`config.mk`:
```
export PLATFORM = sky130hd
export DESIGN_NAME = accel_run_driver
export DESIGN_NICKNAME = d
export VERILOG_FILES = /design/src/rtl/accel_drv_pkg.sv /design/src/rtl/accel_run_driver_sat_counter.sv /design/src/rtl/accel_run_driver.sv
export SDC_FILE = /design/constraint.sdc
export NUM_CORES = 1
export LEC_CHECK = 0
export ABC_CLOCK_PERIOD_IN_PS = 2990
export BUFFER_PORTS_ARGS = -buffer_cell sky130_fd_sc_hd__clkbuf_2
export CAP_MARGIN = 20
export CORE_MARGIN = 3
export CORE_UTILIZATION = 45
export CTS_CLUSTER_DIAMETER = 40
export DETAILED_ROUTE_END_ITERATION = 10
export HOLD_SLACK_MARGIN = 0.06
export PLACE_DENSITY = 0.75
export SLEW_MARGIN = 20
export SYNTH_ARGS = -nofsm -noshare
export SYNTH_HDL_FRONTEND = slang
export SYNTH_SLANG_ARGS = --single-unit
```
`constraint.sdc`:
```
create_clock -name clk -period 2.99 [get_ports clk]
set_input_delay 0.1495 -clock clk [delete_from_list [all_inputs] [get_ports clk]]
set_output_delay 0.1495 -clock clk [all_outputs]
set_load 0.02 [all_outputs]
```
`src/rtl/accel_drv_pkg.sv`:
```
// Shared types and helpers for the accelerator run driver.
// Holds the controller state encoding and the saturating adder used for the latency total.
package accel_drv_pkg;

    localparam int CNT_W_DEF = 64;

    typedef enum logic [2:0] {
        IDLE   = 3'd0,
        START  = 3'd1,
        WAIT   = 3'd2,
        GAP    = 3'd3,
        FINISH = 3'd4
    } state_t;

    // Operands are zero-extended to 64 bits, so counters wider than 64 bits are not supported.
    function automatic logic [63:0] sat_add(input logic [63:0] a,
                                            input logic [63:0] b,
                                            input logic [63:0] max_val);
        logic [64:0] sum;
        sum = {1'b0, a} + {1'b0, b};
        return (sum > {1'b0, max_val}) ? max_val : sum[63:0];
    endfunction

endpackage

```
`src/rtl/accel_run_driver_sat_counter.sv`:
```
// Loadable up-counter that sticks at all ones instead of wrapping.
// Used for run latency and for timing the idle gap between runs.
module sat_counter #(
    parameter int W = 8
) (
    input  logic         clk,
    input  logic         rst,
    input  logic         load,
    input  logic [W-1:0] load_val,
    input  logic         inc,
    output logic [W-1:0] count
);

    always_ff @(posedge clk) begin
        if (rst) begin
            count <= '0;
        end else if (load) begin
            count <= load_val;
        end else if (inc && (count != '1)) begin
            count <= count + W'(1);
        end
    end

endmodule

```
`src/rtl/accel_run_driver.sv`:
```
// Launches the accelerator NUM_RUNS times back-to-back, timing each run and keeping
// last/min/max/total latency statistics, with an optional per-run hang timeout.
//
// Handshake: acc_start is a one-cycle pulse; the accelerator answers with acc_done, which is
// only looked at while a run is outstanding. stat_valid pulses in the cycle after the
// statistics registers have taken a new run's latency.
module accel_run_driver
    import accel_drv_pkg::*;
#(
    parameter int NUM_RUNS       = 4,
    parameter int CNT_W          = CNT_W_DEF,
    parameter int TIMEOUT_CYCLES = 1000000,
    parameter int GAP_CYCLES     = 2,
    parameter int RUN_W          = $clog2(NUM_RUNS + 1)
) (
    input  logic             clk,
    input  logic             rst,
    input  logic             enable,
    input  logic             acc_done,
    output logic             acc_start,
    output logic             busy,
    output logic             all_done,
    output logic             timed_out,
    output logic [RUN_W-1:0] run_count,
    output logic             stat_valid,
    output logic [CNT_W-1:0] last_cycles,
    output logic [CNT_W-1:0] min_cycles,
    output logic [CNT_W-1:0] max_cycles,
    output logic [CNT_W-1:0] total_cycles
);

    localparam int               GAP_W      = (GAP_CYCLES > 0) ? $clog2(GAP_CYCLES + 1) : 1;
    localparam logic [CNT_W-1:0] CNT_MAX    = '1;
    localparam logic [63:0]      TIMEOUT_64 = 64'(TIMEOUT_CYCLES);
    localparam logic [RUN_W-1:0] LAST_RUN   = RUN_W'(NUM_RUNS - 1);
    localparam logic [GAP_W-1:0] GAP_END    = GAP_W'(GAP_CYCLES);

    state_t           state;
    logic [CNT_W-1:0] lat;
    logic [GAP_W-1:0] gap_cnt;
    logic             lat_timeout;

    // Latency is 1 in the first WAIT cycle, so the START cycle itself is never counted.
    sat_counter #(.W(CNT_W)) u_lat (
        .clk      (clk),
        .rst      (rst),
        .load     (state == START),
        .load_val (CNT_W'(1)),
        .inc      (state == WAIT),
        .count    (lat)
    );

    // Preloaded to 1 while waiting so the first GAP cycle already reads 1.
    sat_counter #(.W(GAP_W)) u_gap (
        .clk      (clk),
        .rst      (rst),
        .load     (state == WAIT),
        .load_val (GAP_W'(1)),
        .inc      (state == GAP),
        .count    (gap_cnt)
    );

    assign lat_timeout = (TIMEOUT_CYCLES != 0) && (64'(lat) == TIMEOUT_64);

    always_ff @(posedge clk) begin
        if (rst) begin
            state        <= IDLE;
            acc_start    <= 1'b0;
            busy         <= 1'b0;
            all_done     <= 1'b0;
            timed_out    <= 1'b0;
            stat_valid   <= 1'b0;
            run_count    <= '0;
            last_cycles  <= '0;
            min_cycles   <= '1;
            max_cycles   <= '0;
            total_cycles <= '0;
        end else begin
            acc_start  <= 1'b0;
            stat_valid <= 1'b0;
            case (state)
                IDLE: begin
                    if (enable) begin
                        state        <= START;
                        acc_start    <= 1'b1;
                        busy         <= 1'b1;
                        timed_out    <= 1'b0;
                        run_count    <= '0;
                        last_cycles  <= '0;
                        min_cycles   <= '1;
                        max_cycles   <= '0;
                        total_cycles <= '0;
                    end
                end
                START: state <= WAIT;
                WAIT: begin
                    // A done that lands on the timeout cycle still counts as a completed run.
                    if (acc_done) begin
                        last_cycles  <= lat;
                        total_cycles <= CNT_W'(sat_add(64'(total_cycles), 64'(lat), 64'(CNT_MAX)));
                        if (lat < min_cycles) min_cycles <= lat;
                        if (lat > max_cycles) max_cycles <= lat;
                        run_count  <= run_count + RUN_W'(1);
                        stat_valid <= 1'b1;
                        if (run_count == LAST_RUN) begin
                            state    <= FINISH;
                            busy     <= 1'b0;
                            all_done <= 1'b1;
                        end else if (GAP_CYCLES == 0) begin
                            state     <= START;
                            acc_start <= 1'b1;
                        end else begin
                            state <= GAP;
                        end
                    end else if (lat_timeout) begin
                        timed_out <= 1'b1;
                        state     <= FINISH;
                        busy      <= 1'b0;
                        all_done  <= 1'b1;
                    end
                end
                GAP: begin
                    if (gap_cnt == GAP_END) begin
                        state     <= START;
                        acc_start <= 1'b1;
                    end
                end
                FINISH: begin
                    if (!enable) begin
                        state    <= IDLE;
                        all_done <= 1'b0;
                    end
                end
                default: begin
                    state    <= IDLE;
                    busy     <= 1'b0;
                    all_done <= 1'b0;
                end
            endcase
        end
    end

endmodule

```
Word level (Yosys, flattened, before mapping)
Index checks and enable logic that the tools add are counted.

operators by class
  $add $sub $neg = 4
  $lt $le $gt $ge = 3
  eq/ne operators = 19
  mux-type cells = 44
  bitwise operators = 3
  reductions and logical operators = 18

operators with widths
  kind                                                             count
  2-to-1 mux 64 bit                                                9
  one-hot mux 64 bit (2 select lines)                              4
  adder 64 x 64 -> 65 bit                                          1
  greater-than comparator 65 x 64 -> 1 bit, second input constant  1
  adder 64 x 1 -> 64 bit, second input constant                    1
  == test 64 x 20 -> 1 bit, second input constant                  1
  greater-than comparator 64 bit                                   1
  < comparator 64 bit                                              1
  inequality test 64 bit, second input constant                    1
  2-to-1 mux 3 bit                                                 8
  AND reduction 4 bit                                              6
  inequality test 2 bit, second input constant                     9
  2-to-1 mux 1 bit                                                 17
  one-hot mux 3 bit (5 select lines)                               1
  == test 3 x 2 -> 1 bit, second input constant                    3
  inequality test 3 bit, second input constant                     2
  one-hot mux 1 bit (3 select lines)                               2
  one-hot mux 3 bit (2 select lines)                               1
  nonzero test 2 bit                                               3
  OR reduction 2 bit                                               3
  OR reduction 3 bit                                               2
  one-hot mux 1 bit (2 select lines)                               2
  adder 3 x 1 -> 3 bit, second input constant                      1
  == test 3 x 1 -> 1 bit, second input constant                    1
  7 further kinds                                                  10

storage, ports and cells
  bits in registers = 333
  bits of input ports = 4

Longest topological paths before layout
Gate-level depths: netlist of run 1.

  depth in word-level cells = 5
  gate-level depth with buffers = 13

Hierarchy
From an unflattened synthesis of run 1, not the netlist that was laid out.

unflattened totals
  cells, all modules = 2449
  area, all modules = 20479.6 sq um

by module, submodules not included
  module               times used  cells an instance  area an instance (sq um)
  accel_run_driver     1           1910               16076.7
  sat_counter (u_lat)  1           527                4280.4
  sat_counter (u_gap)  1           12                 122.6

Worst setup path before layout of run 1
OpenSTA, ideal clock, no wires.

  kind = register -> register
  start point = register total_cycles[0]
  end point = register total_cycles[62]
  arrival = 3.082 ns
  setup slack = -0.208 ns
  cell stages (with the launch flop) = 13
  path buffers = 0
  period minus slack after synthesis = 3.198 ns
  path through = dfxtp_1 -> ha_1 -> inv_1 -> fa_1 -> nor2b_1 -> o2111ai_1 -> a2111oi_4 -> o311ai_1 -> a31oi_1 -> o21ai_0 -> a2111oi_0 -> o211ai_1 -> and3_1

on the way
  longest elaborated chain between the ends = 5

RTL lines
  what                                      line                     text
  start: declaration                        accel_run_driver.sv:29   output logic [CNT_W-1:0] total_cycles
  start signal: assignment                  accel_run_driver.sv:100  total_cycles <= CNT_W'(sat_add(64'(total_cycles), 64'(lat), 64'(CNT_MAX)));
  adder 64 x 64 -> 65 bit *                 accel_drv_pkg.sv:20      sum = {1'b0, a} + {1'b0, b};
  greater-than comparator 65 x 64 -> 1 bit  accel_drv_pkg.sv:21      return (sum > {1'b0, max_val}) ? max_val : sum[63:0];
  2-to-1 mux 64 bit *                       accel_drv_pkg.sv:21
  2-to-1 mux 64 bit *                       accel_run_driver.sv:98   if (acc_done) begin
  one-hot mux 64 bit (2 select lines) *     accel_run_driver.sv:81   case (state)

Mark *: on every way between the ends. The rest lies on a longest branch, timed or not. The select of a mux whose other input is x is not followed.
A chain may end at the register's enable or synchronous reset.

Final worst setup path of run 1
  start point = register u_lat.count[16]
  end point = register min_cycles[43]

on the way
  longest elaborated chain between the ends = 3

RTL lines
  what                                    line                                text
  start: declaration                      accel_run_driver_sat_counter.sv:11  output logic [W-1:0] count
  start signal: assignment                accel_run_driver_sat_counter.sv:18  count <= load_val;
  start signal: assignment                accel_run_driver_sat_counter.sv:20  count <= count + W'(1);
  < comparator 64 bit                     accel_run_driver.sv:101             if (lat < min_cycles) min_cycles <= lat;
  inequality test 2 bit (no source line)  --
  AND reduction 4 bit (no source line)    --
  end signal: assignment                  accel_run_driver.sv:101
  end: declaration                        accel_run_driver.sv:27              output logic [CNT_W-1:0] min_cycles,

Every way passes these cells.

==> flow_metrics.env, run 1 <==
export IMPL_die_area_um2=47800
export IMPL_routed_wl_um=91000
export IMPL_hold_viol_final=0
export IMPL_n_antenna_cell=0
export IMPL_core_um2=44400
export IMPL_r2r_start="u_lat.count[16]"
export IMPL_max_cap_violations=0
export IMPL_layout_nets=3448
export IMPL_r2r_setup_slack_ns=-0.37
export IMPL_fp_dieW_um=219
export IMPL_grt_ovfl_total=0
export IMPL_final_cell_mix="buf_4, dfxtp_1, clkbuf_2"
export IMPL_setup_viol=176
export IMPL_ir_drop_uv=504
export IMPL_firstDrtPassIters=8
export IMPL_first_iter_violations=2546
export IMPL_hp_start="rst"
export IMPL_num_vias=23749
export IMPL_fp_row_count=77
export IMPL_power_leakage_nw=13.7
export IMPL_slew_viol_final=0
export IMPL_instances_no_fill=3885
export IMPL_hold_end="total_cycles[63]"
export IMPL_crit_fanout=6
export IMPL_gp_congestion=0.989
export IMPL_hp_class="primary input to flip-flop"
export IMPL_synth_edff_count=0
export IMPL_startpoint_type="flip-flop"
export IMPL_die_y_um=219
export IMPL_rsz0062_at_grt="true"
export IMPL_clk_pin_slew_ns=0.06
export IMPL_synthCells=2527
export IMPL_antenna_found_initial=2
export IMPL_min_period_over_period=1.12
export IMPL_relSlewSlack=0.353
export IMPL_fin_skew_ns=0.0467
export IMPL_synthFlopType="dfxtp_1"
export IMPL_placed_area_um2=25700
export IMPL_cp_end_kind="flip-flop"
export IMPL_power_density_nw_per_um2=425
export IMPL_io_pins=268
export IMPL_clk_latency_ns=0.65
export IMPL_track_usage=0.341
export IMPL_mappedNetlistArea_um2=20300
export IMPL_crit_required_ns=3.49
export IMPL_numCtsBuffers=57
export IMPL_use_met3=0.0592
export IMPL_async_flop_share=0
export IMPL_arrival_ns=3.86
export IMPL_io_buffers=267
export IMPL_grt_pass1_vias=22590
export IMPL_busiest_layer="met2"
export IMPL_grt_max_degree=148
export IMPL_hpwl_um=59100
export IMPL_fillers=3299
export IMPL_finish_instance_area_um2=30500
export IMPL_final_common_cell="buf_4"
export IMPL_timing_final_ws_setup_ns=-0.367
export IMPL_yosysWarnings=0
export IMPL_worstMarginPinSlew_ns=0.960
export IMPL_h_tree_depth=2
export IMPL_cts_sinks=333
export IMPL_outcome="finished, violations left"
export IMPL_use_met2=0.566
export IMPL_wl_per_cell_um=23.4
export IMPL_drive_gt1_frac=0.395
export IMPL_area_growth_pct=49.9
export IMPL_violations="negative setup slack"
export IMPL_post_place_ws_ns=-0.498
export IMPL_cts_tree="built"
export IMPL_synth_cell_types=73
export IMPL_critPathKind="flip-flop to flip-flop"
export IMPL_min_period_ns=3.36
export IMPL_syn_num_nets=2729
export IMPL_clk_path_buf_depth=3
export IMPL_grt_pass1_wl_um=128000
export IMPL_clockRootBuffer="clkbuf_16"
export IMPL_postRouteAntennaNets=0
export IMPL_rr_endpoint="min_cycles[43]"
export IMPL_place_inst=3702
export IMPL_clock_fmax_mhz=298
export IMPL_ys_ff_latch=333
export IMPL_viasPerCell=6.11
export IMPL_worstHoldPathCells=2
export IMPL_start_util=0.458
export IMPL_rr_worst_depth=14
export IMPL_ys_seq_area_frac=0.328
export IMPL_grt_util_met1=0.419
export IMPL_avgSynthCellArea_um2=8.05
export IMPL_drcViolationCount=0
==> worst max-delay path, stage by stage (launching register included) <==
cell and delay (ns):
dfxtp_1 0.40, ha_1 0.32, nand4_1 0.19, nor4_2 0.38, nand2_1 0.29, buf_4 0.22, nor3_1 0.20, buf_4 0.17
a2111oi_4 0.08, o21ai_2 0.21, buf_4 0.14, a21oi_4 0.07, buf_8 0.18, clkbuf_16 0.17, o22a_1 0.19
==> through the flow <==
| step | utilization | power [W] | hold WS [ns] | setup TNS (ns) |
|---|---|---|---|---|
| after floorplan | - | 0.00534 | 0.353 | -2.85 |
| final | 0.686 | 0.0129 | 0.182 | -28.40 |
| after global placement | 0.579 | 0.00585 | 0.439 | -48.06 |
| after detailed placement | 0.579 | 0.00588 | 0.444 | -54.81 |
| after global routing | 0.686 | 0.0132 | 0.177 | -40.55 |
| after CTS | 0.655 | 0.0127 | 0.116 | -22.05 |
==> worst max-delay path by stage <==
| stage | from | endpoint | slack, ns |
|---|---|---|---|
| after floorplan | max_cycles[62] | max_cycles[10] | -0.05 |
| after global placement | u_lat.count[1] | total_cycles[61] | -0.54 |
| after detailed placement | u_lat.count[1] | total_cycles[61] | -0.50 |
| after CTS | u_lat.count[9] | min_cycles[14] | -0.29 |
| after global routing | min_cycles[20] | min_cycles[21] | -0.43 |
| final | u_lat.count[16] | min_cycles[43] | -0.37 |
==> registers in the layout, indices dropped and copies added (netlist names) <==
register	cells
busy	1
stat_valid	1
min_cycles	64
u_lat.count	64
state	3
run_count	3
last_cycles	64
timed_out	1
all_done	1
max_cycles	64
total_cycles	64
u_gap.count	2
acc_start	1
==> power by group <==
group / internal (W) / switching (W)
combinational: 0.000621 / 0.00106
sequential: 0.00452 / 0.0000666
clock: 0.00401 / 0.00266
==> repair_timing <==
item | 4_1_cts | 5_1_grt
pin swaps | 72 | 96
endpoints found under the hold margin | 7 | 0
hold buffers | 3 | 0
cloned | 16 | 15
resized for setup | 183 | 238
setup buffers | 26 | 34
endpoints found under the setup margin | 192 | 215
==> metal layers <==
| metal | up-vias | wire [um] |
|---|---|---|
| met1 | 11230 | 33800 |
| met3 | 476 | 9140 |
| met5 | - | 37 |
| li1 | 10514 | - |
| met2 | 1523 | 41400 |
| met4 | 6 | 6640 |
==> area by class of cell <==
cell class	instances	area, um2	area share
clock buffers	70	1550	0.0507
clock inverters	36	405	0.0133
well taps	592	741	0.0243
multi-input cells	1866	14000	0.461
inverters	168	631	0.0207
repair buffers	820	6370	0.209
flip-flops and latches	333	6740	0.221
==> cells by family (layout without fill, tap and decap cells) <==
logic type,after synthesis,in the layout,synth area share
multiplexers,3,3,0.00154
flip-flops,333,333,0.328
AND/OR/NAND/NOR,806,807,0.189
adder cells (fa/ha/maj),198,198,0.122
buffers and inverters,329,1094,0.0634
XOR/XNOR,114,114,0.0491
AO/OA/AOI/OAI,744,744,0.246
==> cells in the mapped netlist, types with 3 or more instances <==
master     count  area share
a2111oi_0      5      0.0022
o211ai_1      16      0.0059
o31ai_1        5      0.0018
or2_2          8      0.0025
nand2b_1      11      0.0034
and3_1        20      0.0062
o41ai_1        5      0.0022
dfxtp_1      333        0.33
a221oi_1       3      0.0013
a211oi_1      60       0.022
ha_1         197        0.12
a41oi_1        5      0.0022
and4_1        11      0.0047
nand4_1       67       0.021
xnor2_1       51       0.022
a21boi_0       6      0.0022
xor2_1        63       0.027
nor2_1       148       0.027
inv_1        168       0.031
a21oi_2        4      0.0017
nor3_1        95       0.023
a21o_1        57       0.021
o21ai_0       73       0.018
buf_6          5      0.0028
nor2b_1       11      0.0034
o22ai_1        5      0.0015
o21ba_2       63       0.031
nand3_1       92       0.023
nand2_1      263       0.049
clkbuf_1     140       0.026
or3_1         16      0.0049
nor3b_1        4      0.0015
nor4_1        31      0.0095
a31oi_1        9      0.0028
o22a_1        65       0.028
and2_1        13      0.0040
or4_1          5      0.0018
o21bai_1      15      0.0055
o2111ai_1      5      0.0022
a211o_1        4      0.0017
o21a_1        20      0.0074
buf_2         14      0.0034
a21oi_1      295       0.073
(Power assumes the default switching activity.)
==> run 2, diff against run 1 <==
- ABC_CLOCK_PERIOD_IN_PS: 2990 -> 4300
- PLACE_DENSITY: 0.75 -> 0.73
- RECOVER_POWER: default -> 50
- clock period: 2.99 -> 4.3 ns (I/O delays scaled with it)
==> flow_metrics.env, run 2 (synthesized netlist as in run 1, its figures left out) <==
export IMPL_area_growth_pct=18.9
export IMPL_post_place_ws_ns=0.212
export IMPL_routed_wl_um=77600
export IMPL_drive_gt1_frac=0.105
export IMPL_fin_skew_ns=0.0268
export IMPL_hp_start="rst"
export IMPL_crit_required_ns=4.84
export IMPL_violations="max-capacitance violations, max-slew violations"
export IMPL_cp_end_kind="flip-flop"
export IMPL_outcome="finished, violations left"
export IMPL_clock_fmax_mhz=245
export IMPL_hpwl_um=57400
export IMPL_start_util=0.458
export IMPL_power_switching_w=0.00242
export IMPL_drcViolationCount=0
export IMPL_place_inst=3321
export IMPL_crit_fanout=10
export IMPL_h_tree_depth=2
export IMPL_layout_nets=2992
export IMPL_grt_pass1_vias=19786
export IMPL_grt_pass1_wl_um=117000
export IMPL_antenna_found_initial=0
export IMPL_grt_ovfl_total=0
export IMPL_clk_path_buf_depth=3
export IMPL_max_cap_violations=2
export IMPL_switching_share=0.286
export IMPL_cts_sinks=333
export IMPL_final_common_cell="dfxtp_1"
export IMPL_gp_congestion=1.04
export IMPL_clk_latency_ns=0.62
export IMPL_relSlewSlack=-0.410
export IMPL_slowest_delay_ns=0.72
export IMPL_startpoint_type="flip-flop"
export IMPL_hold_slack_ns=0.0918
export IMPL_arrival_ns=4.62
export IMPL_rsz0062_at_grt="false"
export IMPL_startpoint="u_lat.count[13]"
export IMPL_timing_final_ws_setup_ns=0.213
export IMPL_final_cell_mix="dfxtp_1, a21oi_1, clkbuf_1"
export IMPL_worstMarginPinSlew_ns=2.11
export IMPL_viasPerCell=6.07
export IMPL_power_leakage_nw=10.1
export IMPL_num_vias=20825
export IMPL_total_power_w=0.00845
export IMPL_cts_tree="built"
export IMPL_wl_per_cell_um=22.6
export IMPL_hp_class="primary input to flip-flop"
export IMPL_min_period_ns=4.09
export IMPL_die_y_um=219
export IMPL_fp_dieW_um=219
export IMPL_io_pins=268
export IMPL_io_buffers=267
export IMPL_cp_top_family="simple AND/OR/NAND/NOR gates"
export IMPL_clk_pin_slew_ns=0.06
export IMPL_clockRootBuffer="clkbuf_16"
export IMPL_first_iter_violations=2129
export IMPL_internal_power_w=0.00603
export IMPL_n_antenna_cell=0
export IMPL_postRouteAntennaNets=0
export IMPL_pwr_share_clk=0.540
export IMPL_cp_slowest_cell="nor2_2"
export IMPL_firstDrtPassIters=6
export IMPL_power_density_nw_per_um2=350
export IMPL_setup_viol=0
export IMPL_power_share_sequential=0.379
export IMPL_fillers=4271
export IMPL_ir_drop_uv=275
export IMPL_critPathKind="flip-flop to flip-flop"
export IMPL_crit_buf_inv=0
export IMPL_r2r_start="u_lat.count[13]"
export IMPL_grt_max_degree=152
export IMPL_r2r_setup_slack_ns=0.21
export IMPL_fin_tns_setup_ns=0
export IMPL_fp_row_count=77
export IMPL_die_area_um2=47800
export IMPL_hold_viol_final=0
export IMPL_track_usage=0.313
export IMPL_min_period_over_period=0.950
export IMPL_core_um2=44400
export IMPL_power_frac_comb=0.081
export IMPL_numCtsBuffers=57
export IMPL_path_cells="ha_1, nand2_1, or3_1, nor3_1, nor3_2, nor3_2, a2111oi_4, nor2_2, o21ai_0, nor3_1"
export IMPL_instances_no_fill=3431
export IMPL_slew_viol_final=98
[run 2: changes by cell type in the layout (fill, tap and decap cells not counted), sizes merged]
cell / delta
clkbuf: -13
dlygate4sd3: -1
clkinv: +2
clkinvlp: +1
or2: -1
buf: -448
inv: +7
bufinv: -1
[run 2: metrics by stage]
step,util,cell area [um2]
after detailed placement,0.508,22600
after global routing,0.544,24200
after global placement,0.508,22600
final,0.544,24200
after floorplan,-,20300
after CTS,0.553,24500
[run 2: final cells by class]
class / count / area (um2) / area share
clock buffers: 63 / 1510 / 0.0625
clock inverters: 45 / 427 / 0.0177
inverters: 168 / 631 / 0.0261
multi-input cells: 1865 / 12400 / 0.514
flip-flops and latches: 333 / 6670 / 0.276
well taps: 592 / 741 / 0.0306
repair buffers: 365 / 1780 / 0.0735
[run 2: power groups by stage]
stage / Combinational (W) / Sequential, W / Clock (W)
2_1_floorplan: 0.000403 / 0.00331 / 0
3_3_place_gp: 0.000676 / 0.00327 / 0
3_5_place_dp: 0.000685 / 0.00327 / 0
4_1_cts: 0.000689 / 0.00320 / 0.00460
5_1_grt: 0.000730 / 0.00321 / 0.00474
6_report: 0.000682 / 0.00320 / 0.00456
[run 2: timing repair]
item | 4_1_cts | 5_1_grt
setup buffers | 0 | 0
endpoints found under the setup margin | 0 | 5
hold endpoints to repair | 4 | 0
hold buffers | 2 | 0
gates resized for setup | 0 | 4
[run 2: routing by layer]
metal  share of wire  up-vias  global-route usage
met3           0.093      215              0.0548
li1                -     9611                   -
met5               0        -                   0
met1            0.42     9899               0.420
met2            0.44     1100               0.500
met4           0.044        0               0.126
[run 2: final timing paths]
kind,end,cells past startpoint
worst max register to register,total_cycles[58],10
worst max-delay path,total_cycles[58],10
worst min-delay path,total_cycles[2],2
worst min register to register,last_cycles[49],2
[run 2: worst reg2reg max path: cells and delay by family (launching register included)]
kind                       cells  cell delay [ns]
and+or+nand+nor                7             2.56
adders and majority gates      1             0.37
AOI/OAI and AO/OA              2             0.41
DFF                            1             0.67
